===== src/rtl/pwm_mixer_dac.sv =====
// pwm_mixer_dac
//   Sums three unsigned channel volume words and turns the sum into a single
//   1-bit pulse stream for an off-chip RC filter. The sum is registered and
//   quantised to its top PWM_BITS bits to give a duty value. That value is
//   loaded only at period boundaries, so a volume change never alters the
//   pulse width of a period already in progress.
//
//   Parameters
//     VOLUME_BITS  width of each channel volume input (default 15)
//     PWM_BITS     width of the period counter; period = 2**PWM_BITS clocks
//
//   Ports
//     clk       system clock, rising edge
//     rst_n     synchronous active-low reset
//     en        run enable; low parks the modulator (counter at MAX, duty 0)
//     vol_a/b/c channel volume levels (unsigned)
//     pwm_o     registered pulse stream to the pad
//     period_o  one-cycle strobe: new duty loaded, counter at 0
//     duty_o    currently latched duty value (debug / test visibility)
//
//   There is no valid/ready handshake: the volume words are level inputs
//   sampled on every clock edge.
//
//   Build option
//     SIGMA_DELTA_EN  when defined, the comparator output stage is replaced by
//                     a first-order delta-sigma modulator driven by the same
//                     latched duty value. Undefined: plain comparator PWM.
module pwm_mixer_dac #(
  parameter int VOLUME_BITS = 15,
  parameter int PWM_BITS    = 8
) (
  input  logic                   clk,
  input  logic                   rst_n,
  input  logic                   en,
  input  logic [VOLUME_BITS-1:0] vol_a,
  input  logic [VOLUME_BITS-1:0] vol_b,
  input  logic [VOLUME_BITS-1:0] vol_c,
  output logic                   pwm_o,
  output logic                   period_o,
  output logic [PWM_BITS-1:0]    duty_o
);

  // Two extra bits hold the sum of three full-scale words without overflow.
  localparam int SUM_BITS = VOLUME_BITS + 2;
  localparam logic [PWM_BITS-1:0] CNT_MAX = '1;

  logic [SUM_BITS-1:0] sum_q;
  logic [PWM_BITS-1:0] cnt;
  logic [PWM_BITS-1:0] duty_q;
  logic [PWM_BITS-1:0] duty_next;
  logic                at_max;

  // Quantiser: keep the top PWM_BITS bits of the sum, truncating.
  assign duty_next = sum_q[SUM_BITS-1 -: PWM_BITS];
  assign at_max    = (cnt == CNT_MAX);
  assign duty_o    = duty_q;

`ifdef SIGMA_DELTA_EN
  logic [PWM_BITS-1:0] acc;
  logic [PWM_BITS:0]   sd_sum;

  // The carry out of the accumulator is the modulator output bit.
  always_comb begin
    sd_sum = {1'b0, acc} + {1'b0, duty_q};
  end
`endif

  always_ff @(posedge clk) begin
    if (!rst_n) begin
      sum_q    <= '0;
      cnt      <= CNT_MAX;
      duty_q   <= '0;
      pwm_o    <= 1'b0;
      period_o <= 1'b0;
`ifdef SIGMA_DELTA_EN
      acc      <= '0;
`endif
    end else begin
      // The sum stage runs regardless of the enable.
      sum_q <= {2'b00, vol_a} + {2'b00, vol_b} + {2'b00, vol_c};

      if (!en) begin
        // Parked: counter sits at MAX so the first enabled edge is a load.
        cnt      <= CNT_MAX;
        duty_q   <= '0;
        pwm_o    <= 1'b0;
        period_o <= 1'b0;
`ifdef SIGMA_DELTA_EN
        acc      <= '0;
`endif
      end else begin
        cnt      <= cnt + PWM_BITS'(1);
        period_o <= at_max;
        if (at_max) begin
          duty_q <= duty_next;
        end
`ifdef SIGMA_DELTA_EN
        // Accumulator runs freely across period boundaries.
        acc   <= sd_sum[PWM_BITS-1:0];
        pwm_o <= sd_sum[PWM_BITS];
`else
        // cnt==MAX never compares below duty_q, so the load cycle is low and
        // the high run starts the cycle after period_o.
        pwm_o <= (cnt < duty_q);
`endif
      end
    end
  end

endmodule

===== config.mk =====
export PLATFORM = sky130hd
export DESIGN_NAME = pwm_mixer_dac
export DESIGN_NICKNAME = d
export VERILOG_FILES = /design/src/rtl/pwm_mixer_dac.sv
export SDC_FILE = /design/constraint.sdc
export NUM_CORES = 1
export LEC_CHECK = 0
export CAP_MARGIN = 10
export CORE_UTILIZATION = 25
export CTS_BUF_LIST = sky130_fd_sc_hd__clkbuf_16
export DETAILED_ROUTE_END_ITERATION = 10
export GPL_TIMING_DRIVEN = 0
export MAX_ROUTING_LAYER = met4
export PLACE_DENSITY = 0.56
export SETUP_SLACK_MARGIN = 0.2
export SLEW_MARGIN = 20
export SYNTH_ARGS = -nofsm -noshare
export SYNTH_HDL_FRONTEND = slang
export SYNTH_SLANG_ARGS = --single-unit

===== constraint.sdc =====
create_clock -name clk -period 3.4 [get_ports clk]
set_clock_uncertainty 0.2 [all_clocks]
set_input_delay 0.51 -clock clk [delete_from_list [all_inputs] [get_ports clk]]
set_output_delay 0.51 -clock clk [all_outputs]
set_load 0.01 [all_outputs]

Word-level counts from Yosys, hierarchy flattened
Cells that the tools add are included.

storage, ports and cells
  bits in registers = 35
  input bits = 48
  output and inout bits = 10

cells by class
  reductions and logical operators = 1
  eq/ne operators = 1
  $add $sub $neg = 3
  $lt $le $gt $ge = 1

operators with widths
  cell                   number
  $add A16 B15 Y17       1
  $add A15 B15 Y16       1
  $add A8 B1 Y8 const B  1
  $eq A8 B8 Y1 const B   1
  $lt A8 B8 Y1           1
  $reduce_and A2 Y1      1

Longest topological paths before layout
Gate-level depths: netlist (run 1).

  word-level depth = 2
  depth in mapped cells = 9
  mapped depth without buffers = 9

Least setup slack after synthesis (run 1)
OpenSTA, ideal clock, no wires.

  path type = input to register
  start point = input vol_a[4]
  end point = register sum_q[15]
  setup slack = 0.530 ns
  stages on the path = 9
  buffers on the path = 0
  arrival time = 2.608 ns
  library setup time = 0.062 ns
  path through = inv_1 -> fa_1 -> inv_1 -> ha_1 -> o21a_1 -> and4_4 -> a41o_4 -> or4_1 -> nand3_1

between the ends
  cells in the longest elaborated chain, start to end = 2

RTL lines
  element                 line  RTL
  start: declaration      35    input logic [VOLUME_BITS-1:0] vol_a,
  $add A15 B15 Y16        80    sum_q <= {2'b00, vol_a} + {2'b00, vol_b} + {2'b00, vol_c};
  $add A16 B15 Y17        80
  end signal: assignment  80
  end: declaration        47    logic [SUM_BITS-1:0] sum_q;

No other way between the ends.
A chain may end at the register's enable or synchronous reset.

Worst setup path in the final report (run 1)
  start point = input vol_c[3]
  end point = register sum_q[10]

between the ends
  cells in the longest elaborated chain, start to end = 1

RTL lines
  element             line  RTL
  start: declaration  37    input logic [VOLUME_BITS-1:0] vol_c,
  $add A16 B15 Y17    80

No other way between the ends.

==> summary.txt, run 1 <==
Status
  • Status: finished, violations left
  • Failing checks: design-rule violations

GRT
  • Global-route usage over all layers: 0.115
  • Initial antenna violation count: 0
  • Met3 usage in global routing: 0.0193
  • Maximum number of pins on one net before global-route repair: 15
  • First-pass GRT wire length: 7630 µm
  • Vias in the first global route: 1737
  • Met1 layer usage reported by global route: 0.140
  • Layer with the highest usage after global routing: met2
  • Overall overflow remaining after global route: 0
  • Routing usage on met2: 0.200

Final layout
  • Post-synthesis to final-layout area growth: 42.7%
  • Total number of nets in the final design: 367
  • Most frequent cells in the layout: clkdlybuf4s50_1 (56), inv_1 (32), dfxtp_1 (26)
  • Count of antenna diodes in the layout: 0
  • Utilization of the core after routing: 0.367
  • Finished layout cell area: 2820 µm²
  • Fill cell instance count of the final layout: 799
  • Fraction of final layout cells sized beyond drive strength 1: 0.0567
  • Most frequent standard cell in the layout excluding fill and tap cells: clkdlybuf4s50_1

Synthesis
  • Yosys warns: 0
  • Synthesized area divided by synthesized cell count: 9.08 µm²
  • Synth Flop Type: dfxtp_1
  • Flops & latches, synth: 26
  • Netlist Area Pre-Place: 1980 µm²
  • Number of enable-type register cells in the synthesized netlist: 0
  • Cell variety after synth: 40
  • Sequential-to-total area share from yosys stat: 0.263
  • Asr flop ratio synth: 0
  • Net count after synthesis: 302
  • Synthesized netlist cell count: 218

Power and ir drop
  • PnR Total Power: 1080 µW
  • Pwr/cell area: 382 nW/µm²
  • Worst IR Drop VDD: 0.173 mV
  • Static leakage power: 0.00120 µW

Hold path
  • Hold Crit Depth: 1
  • Endpoint with the worst hold slack: cnt[0]$_SDFF_PN1_
  • Beginning of the worst hold path: cnt[0]$_SDFF_PN1_
  • Kind of path behind the tightest hold check: reg -> reg

Worst setup path
  • Highest fanout seen on the critical path: 3
  • CP arrival: 3.10 ns
  • Crit path required time: 3.36 ns
  • Number of cells on the worst reg-to-reg path: 6
  • Worst setup slack for register-to-register paths: 1.59 ns
  • Launch instance of the worst register-to-register path: cnt[2]$_SDFF_PN1_
  • FF-to-FF End: duty_o[6]$_SDFFE_PN0P_
  • Startpoint types: input pin
  • Critical Path End Type: register
  • Worst Setup Path Type: in -> reg

Placed design
  • Setup Slack @ Placement: -0.0552 ns
  • Input/output buffers: 57
  • Cell area after placement: 2680 µm²
  • HPWL Detailed: 3650 µm
  • GP Congestion: 0.791

Detailed routing
  • Total DRC errors in the routed layout: 1
  • Routed wire per std cell: 11.3 µm
  • Routed wire length: 4350 µm
  • Post-DR vias/cell: 4.42
  • Count of vias placed by the detailed router: 1699
  • Post-route antenna net violation count: 0
  • Number of detailed-routing iterations run before antenna repair: 7
  • Number of DRC markers after the initial detailed-route iteration: 69

Timing
  • Worst-Margin Slew: 0.385 ns
  • Number of max-slew violations in the final report: 0
  • Peak Freq: 0.318 GHz
  • Final critical-path setup slack: 0.256 ns
  • Unrepaired setup endpoints after global routing: yes
  • Final hold viol count: 0
  • Number of failing setup endpoints in the final timing report: 0
  • Period utilisation layout: 0.925
  • Minimum clock period: 3.14 ns
  • Post-route worst hold slack: 0.257 ns
  • Worst slew slack as a fraction of its limit: 0.741

Clock network
  • Maximum buffer depth of the clock tree: 2
  • Clock latency on the worst-skew pair: 0.26 ns
  • Count of clock tree sinks: 26
  • Clock transition at the register clock pins on the worst setup and hold paths after CTS: 0.06 ns
  • Number of buffers inserted during clock tree synthesis: 3
  • Library cell used as clock root buffer: clkbuf_16
  • Cts-stage hold buffer count: 0
  • CTS H-tree lvls: 1
  • Clock tree from TritonCTS: built

Floorplanning
  • Ports: 58
  • Die Width: 91.0 µm
  • Initial cell density of the core: 0.257
  • Standard-cell rows: 32
  • Area inside the core boundary: 7690 µm²
  • Y dimension of the die: 91.0 µm
  • Die footprint: 8280 µm²

Run
  • Max-capacitance violation count: 0
==> cells by family (layout without fill, tap and decap cells) <==
family | Yosys count | in the layout | share of synthesized area
buffers and inverters | 37 | 101 | 0.0708
XOR/XNOR | 7 | 7 | 0.0310
multiplexers | 10 | 10 | 0.0506
AO/OA/AOI/OAI | 42 | 42 | 0.151
flip-flops | 26 | 26 | 0.263
AND/OR/NAND/NOR | 60 | 60 | 0.153
adder cells (fa/ha/maj) | 36 | 36 | 0.281
==> synthesized netlist by cell type (4+ instances only) <==
master	number	area share
ha_1	22	0.14
dfxtp_1	26	0.26
nand2b_1	6	0.019
nor2_1	10	0.019
xor2_1	4	0.018
nand3_1	10	0.025
nand2_1	18	0.034
inv_1	34	0.064
o21ai_1	4	0.010
and3_1	6	0.019
fa_1	14	0.14
a21oi_1	13	0.033
mux2i_1	10	0.051
==> worst max-delay path, stage by stage <==
cell and delay (ns):
clkdlybuf4s50_1 0.45, inv_1 0.05, fa_1 0.55, inv_2 0.05, ha_4 0.24, a211oi_4 0.29, buf_4 0.15, o311a_1 0.21
o21ai_1 0.08, a311o_1 0.34, and3_1 0.16
==> metal layers <==
metal	share of wire	vias to the layer above
met5	0	-
met4	0.0048	0
met3	0.027	3
met2	0.50	31
met1	0.47	792
li1	-	873
==> what timing repair did <==
item	4_1_cts	5_1_grt
endpoints found under the setup margin	0	2
buffers inserted	0	3
resized for setup	0	9
==> worst max-delay path by stage <==
stage,cells after the start,to,startpoint
after global placement,10,sum_q[15]$_SDFF_PN0_,vol_a[4]
final,11,sum_q[10]$_SDFF_PN0_,vol_c[3]
after detailed placement,10,sum_q[15]$_SDFF_PN0_,vol_a[3]
after CTS,10,sum_q[15]$_SDFF_PN0_,vol_a[3]
after floorplan,9,sum_q[15]$_SDFF_PN0_,vol_a[4]
after global routing,11,sum_q[10]$_SDFF_PN0_,vol_c[3]
==> flip-flops by register name, summed over array words and instances (netlist names) <==
signal,cells
sum_q,8
period_o,1
cnt,8
duty_o,8
pwm_o,1
==> stage by stage <==
step	TNS (ns)	instances
2_1_floorplan	0	218
3_3_place_gp	-0.0253	377
3_5_place_dp	-0.0824	377
4_1_cts	0	381
5_1_grt	0	384
6_report	0	384
==> layout make-up <==
cell class	instances	area, µm²	area share
Timing Repair Buffer	60	596	0.211
Tap cell	102	128	0.0452
Clock inverter	1	3.75	0.00133
Multi-Input combinational cell	155	1360	0.482
Clock buffer	3	75.1	0.0266
Inverter	34	128	0.0452
Buffer	3	12.5	0.00443
Sequential cell	26	520	0.184
==> power breakdown <==
group	switching, µW	internal (µW)	total [µW]
registers	19.4	342	361
clock network	99.4	157	257
logic	224	238	462
total	342	737	1080
Note: power is estimated with default switching activity, not from simulation.
==> run 2: changes to the inputs <==
RECOVER_POWER = 50   (was default)
==> run 2 against run 1 <==
Effect of this change: the run still ends with design-rule violations left; core utilization about the same; maximum frequency about the same; hold slack is essentially flat; final cell count is the same; worst setup slack about the same; final area is essentially flat; combinational power hardly changed; critical endpoint unchanged; highest routed layer unchanged.
==> summary.txt, run 2 (same netlist as run 1, synthesis figures left out) <==
Timing
  • Period utilisation layout: 0.925 (about the same)
  • Peak Freq: 0.318 GHz (about the same)
  • Worst slew slack as a fraction of its limit: 0.593 (-0.148)
  • Unrepaired setup endpoints after global routing: yes
  • Post-route worst hold slack: 0.257 ns (-0.000347 ns)
  • Minimum clock period: 3.14 ns (+0.000285 ns)
  • Final hold viol count: 0 (unchanged)
  • Worst-Margin Slew: 0.610 ns (+0.226 ns)
  • Total negative slack: 0 ns (unchanged)
  • Number of max-slew violations in the final report: 0 (unchanged)
  • Number of failing setup endpoints in the final timing report: 0 (unchanged)

Hold path
  • Kind of path behind the tightest hold check: reg -> reg

GRT
  • Initial antenna violation count: 0 (unchanged)
  • Maximum number of pins on one net before global-route repair: 15 (unchanged)
  • Vias in the first global route: 1737 (unchanged)
  • Overall overflow remaining after global route: 0 (unchanged)
  • Global-route usage over all layers: 0.115 (unchanged)
  • First-pass GRT wire length: 7630 µm (unchanged)

Clock network
  • Maximum buffer depth of the clock tree: 2 (unchanged)
  • Library cell used as clock root buffer: clkbuf_16
  • Count of clock tree sinks: 26 (unchanged)
  • Clock transition at the register clock pins on the worst setup and hold paths after CTS: 0.06 ns (about the same)
  • Number of buffers inserted during clock tree synthesis: 3 (unchanged)
  • Clock tree from TritonCTS: built
  • CTS H-tree lvls: 1 (unchanged)
  • Clock latency on the worst-skew pair: 0.26 ns (about the same)

Final layout
  • Most frequent standard cell in the layout excluding fill and tap cells: clkdlybuf4s50_1
  • Utilization of the core after routing: 0.367 (about the same)
  • Fill cell instance count of the final layout: 799 (unchanged)
  • Post-synthesis to final-layout area growth: 42.6% (about the same)
  • Non-filler instance count after layout: 384 (unchanged)
  • Fraction of final layout cells sized beyond drive strength 1: 0.0532 (-0.00355)
  • Total number of nets in the final design: 367 (unchanged)
  • Count of antenna diodes in the layout: 0 (unchanged)
  • Most frequent cells in the layout: clkdlybuf4s50_1 (52), inv_1 (32), dfxtp_1 (26)

Worst setup path
  • Critical Path End Type: register
  • Highest fanout seen on the critical path: 3 (unchanged)
  • Startpoint types: input pin
  • CP arrival: 3.10 ns (about the same)
  • Crit path required time: 3.36 ns (about the same)
  • Worst Setup Path Type: in -> reg

Placed design
  • GP Congestion: 0.791 (unchanged)
  • Cell Count Post-Placement: 377 (unchanged)
  • HPWL Detailed: 3650 µm (unchanged)
  • Input/output buffers: 57 (unchanged)

Floorplanning
  • Initial cell density of the core: 0.257 (unchanged)
  • Die footprint: 8280 µm² (unchanged)
  • Area inside the core boundary: 7690 µm² (unchanged)
  • Y dimension of the die: 91.0 µm (unchanged)
  • Standard-cell rows: 32 (unchanged)
  • Die Width: 91.0 µm (unchanged)
  • Ports: 58 (unchanged)

Detailed routing
  • Routed wire per std cell: 11.3 µm (+0.11%)
  • Total DRC errors in the routed layout: 1 (unchanged)
  • Number of DRC markers after the initial detailed-route iteration: 71 (+2.9%)
  • Number of detailed-routing iterations run before antenna repair: 7 (unchanged)
  • Post-route antenna net violation count: 0 (unchanged)
  • Routed wire length: 4360 µm (+0.11%)
  • Count of vias placed by the detailed router: 1698 (-0.059%)
  • Post-DR vias/cell: 4.42 (about the same)

Power and ir drop
  • Static leakage power: 0.00120 µW (+0.43%)
  • Pwr/cell area: 382 nW/µm² (-0.14%)
  • Worst IR Drop VDD: 0.173 mV (about the same)

Status
  • Failing checks: design-rule violations
  • Status: finished, violations left

Run
  • Max-capacitance violation count: 0 (unchanged)
==> run 2: cell count changes in the layout (fill, tap and decap cells not counted) <==
cell             before  now
and2_0                0    2
and2_1                3    1
buf_2                 1    0
clkbuf_1              2    3
clkdlybuf4s50_1      56   52
dlygate4sd3_1         0    4
==> run 2: worst paths after layout <==
check / start / to / cells after the start / slack [ns]
setup / recovery: vol_c[3] / sum_q[10]$_SDFF_PN0_ / 11 / 0.26
hold / removal: cnt[0]$_SDFF_PN1_ / cnt[0]$_SDFF_PN1_ / 1 / 0.26
setup reg to reg: cnt[2]$_SDFF_PN1_ / duty_o[6]$_SDFFE_PN0P_ / 6 / 1.35
hold reg to reg: cnt[0]$_SDFF_PN1_ / cnt[0]$_SDFF_PN1_ / 1 / 0.26
==> run 2: worst max-delay path, stage by stage <==
cell	delay, ns
clkdlybuf4s50_1	0.45
inv_1	0.05
fa_1	0.55
inv_2	0.05
ha_4	0.24
a211oi_4	0.29
buf_4	0.15
o311a_1	0.21
o21ai_1	0.08
a311o_1	0.34
and3_1	0.16
==> run 2: per-layer routing <==
metal  wire [µm]  global-route usage  vias to the layer above  share of wire
li1            -                   -                      873              -
met1        2040               0.140                      791           0.47
met2        2170               0.200                       31           0.50
met3         118              0.0193                        3          0.027
met4          21              0.0198                        0         0.0048
met5           0                   -                        -              0
==> run 2: cell type report <==
type	count	area, µm²	area share
Multi-Input combinational cell	155	1360	0.482
Timing Repair Buffer	60	596	0.211
Sequential cell	26	520	0.184
Inverter	34	128	0.0452
Tap cell	102	128	0.0452
Clock buffer	3	75.1	0.0266
Buffer	3	11.3	0.00399
Clock inverter	1	3.75	0.00133
==> run 2: what timing repair did <==
item	in CTS	in global routing
hold buffers	0	0
endpoints found under the setup margin	0	2
setup buffers	0	3
resized for setup	0	9
hold endpoints to repair	0	0
==> run 2: report_power, final <==
part	internal [µW]	switching (µW)	leakage [µW]
sequential	342	19.3	0.000214
combinational	237	223	0.000949
clock	157	99.0	0.0000385
==> run 2: stage by stage <==
step | total power [µW] | cell area (µm²) | setup slack [ns]
finish | 1080 | 2820 | 0.256
CTS | 1060 | 2760 | 0.206
detailed placement | 798 | 2680 | -0.0552
global placement | 789 | 2680 | -0.0253
global route | 1160 | 2820 | 0.167
floorplan | 653 | 1980 | 0.530
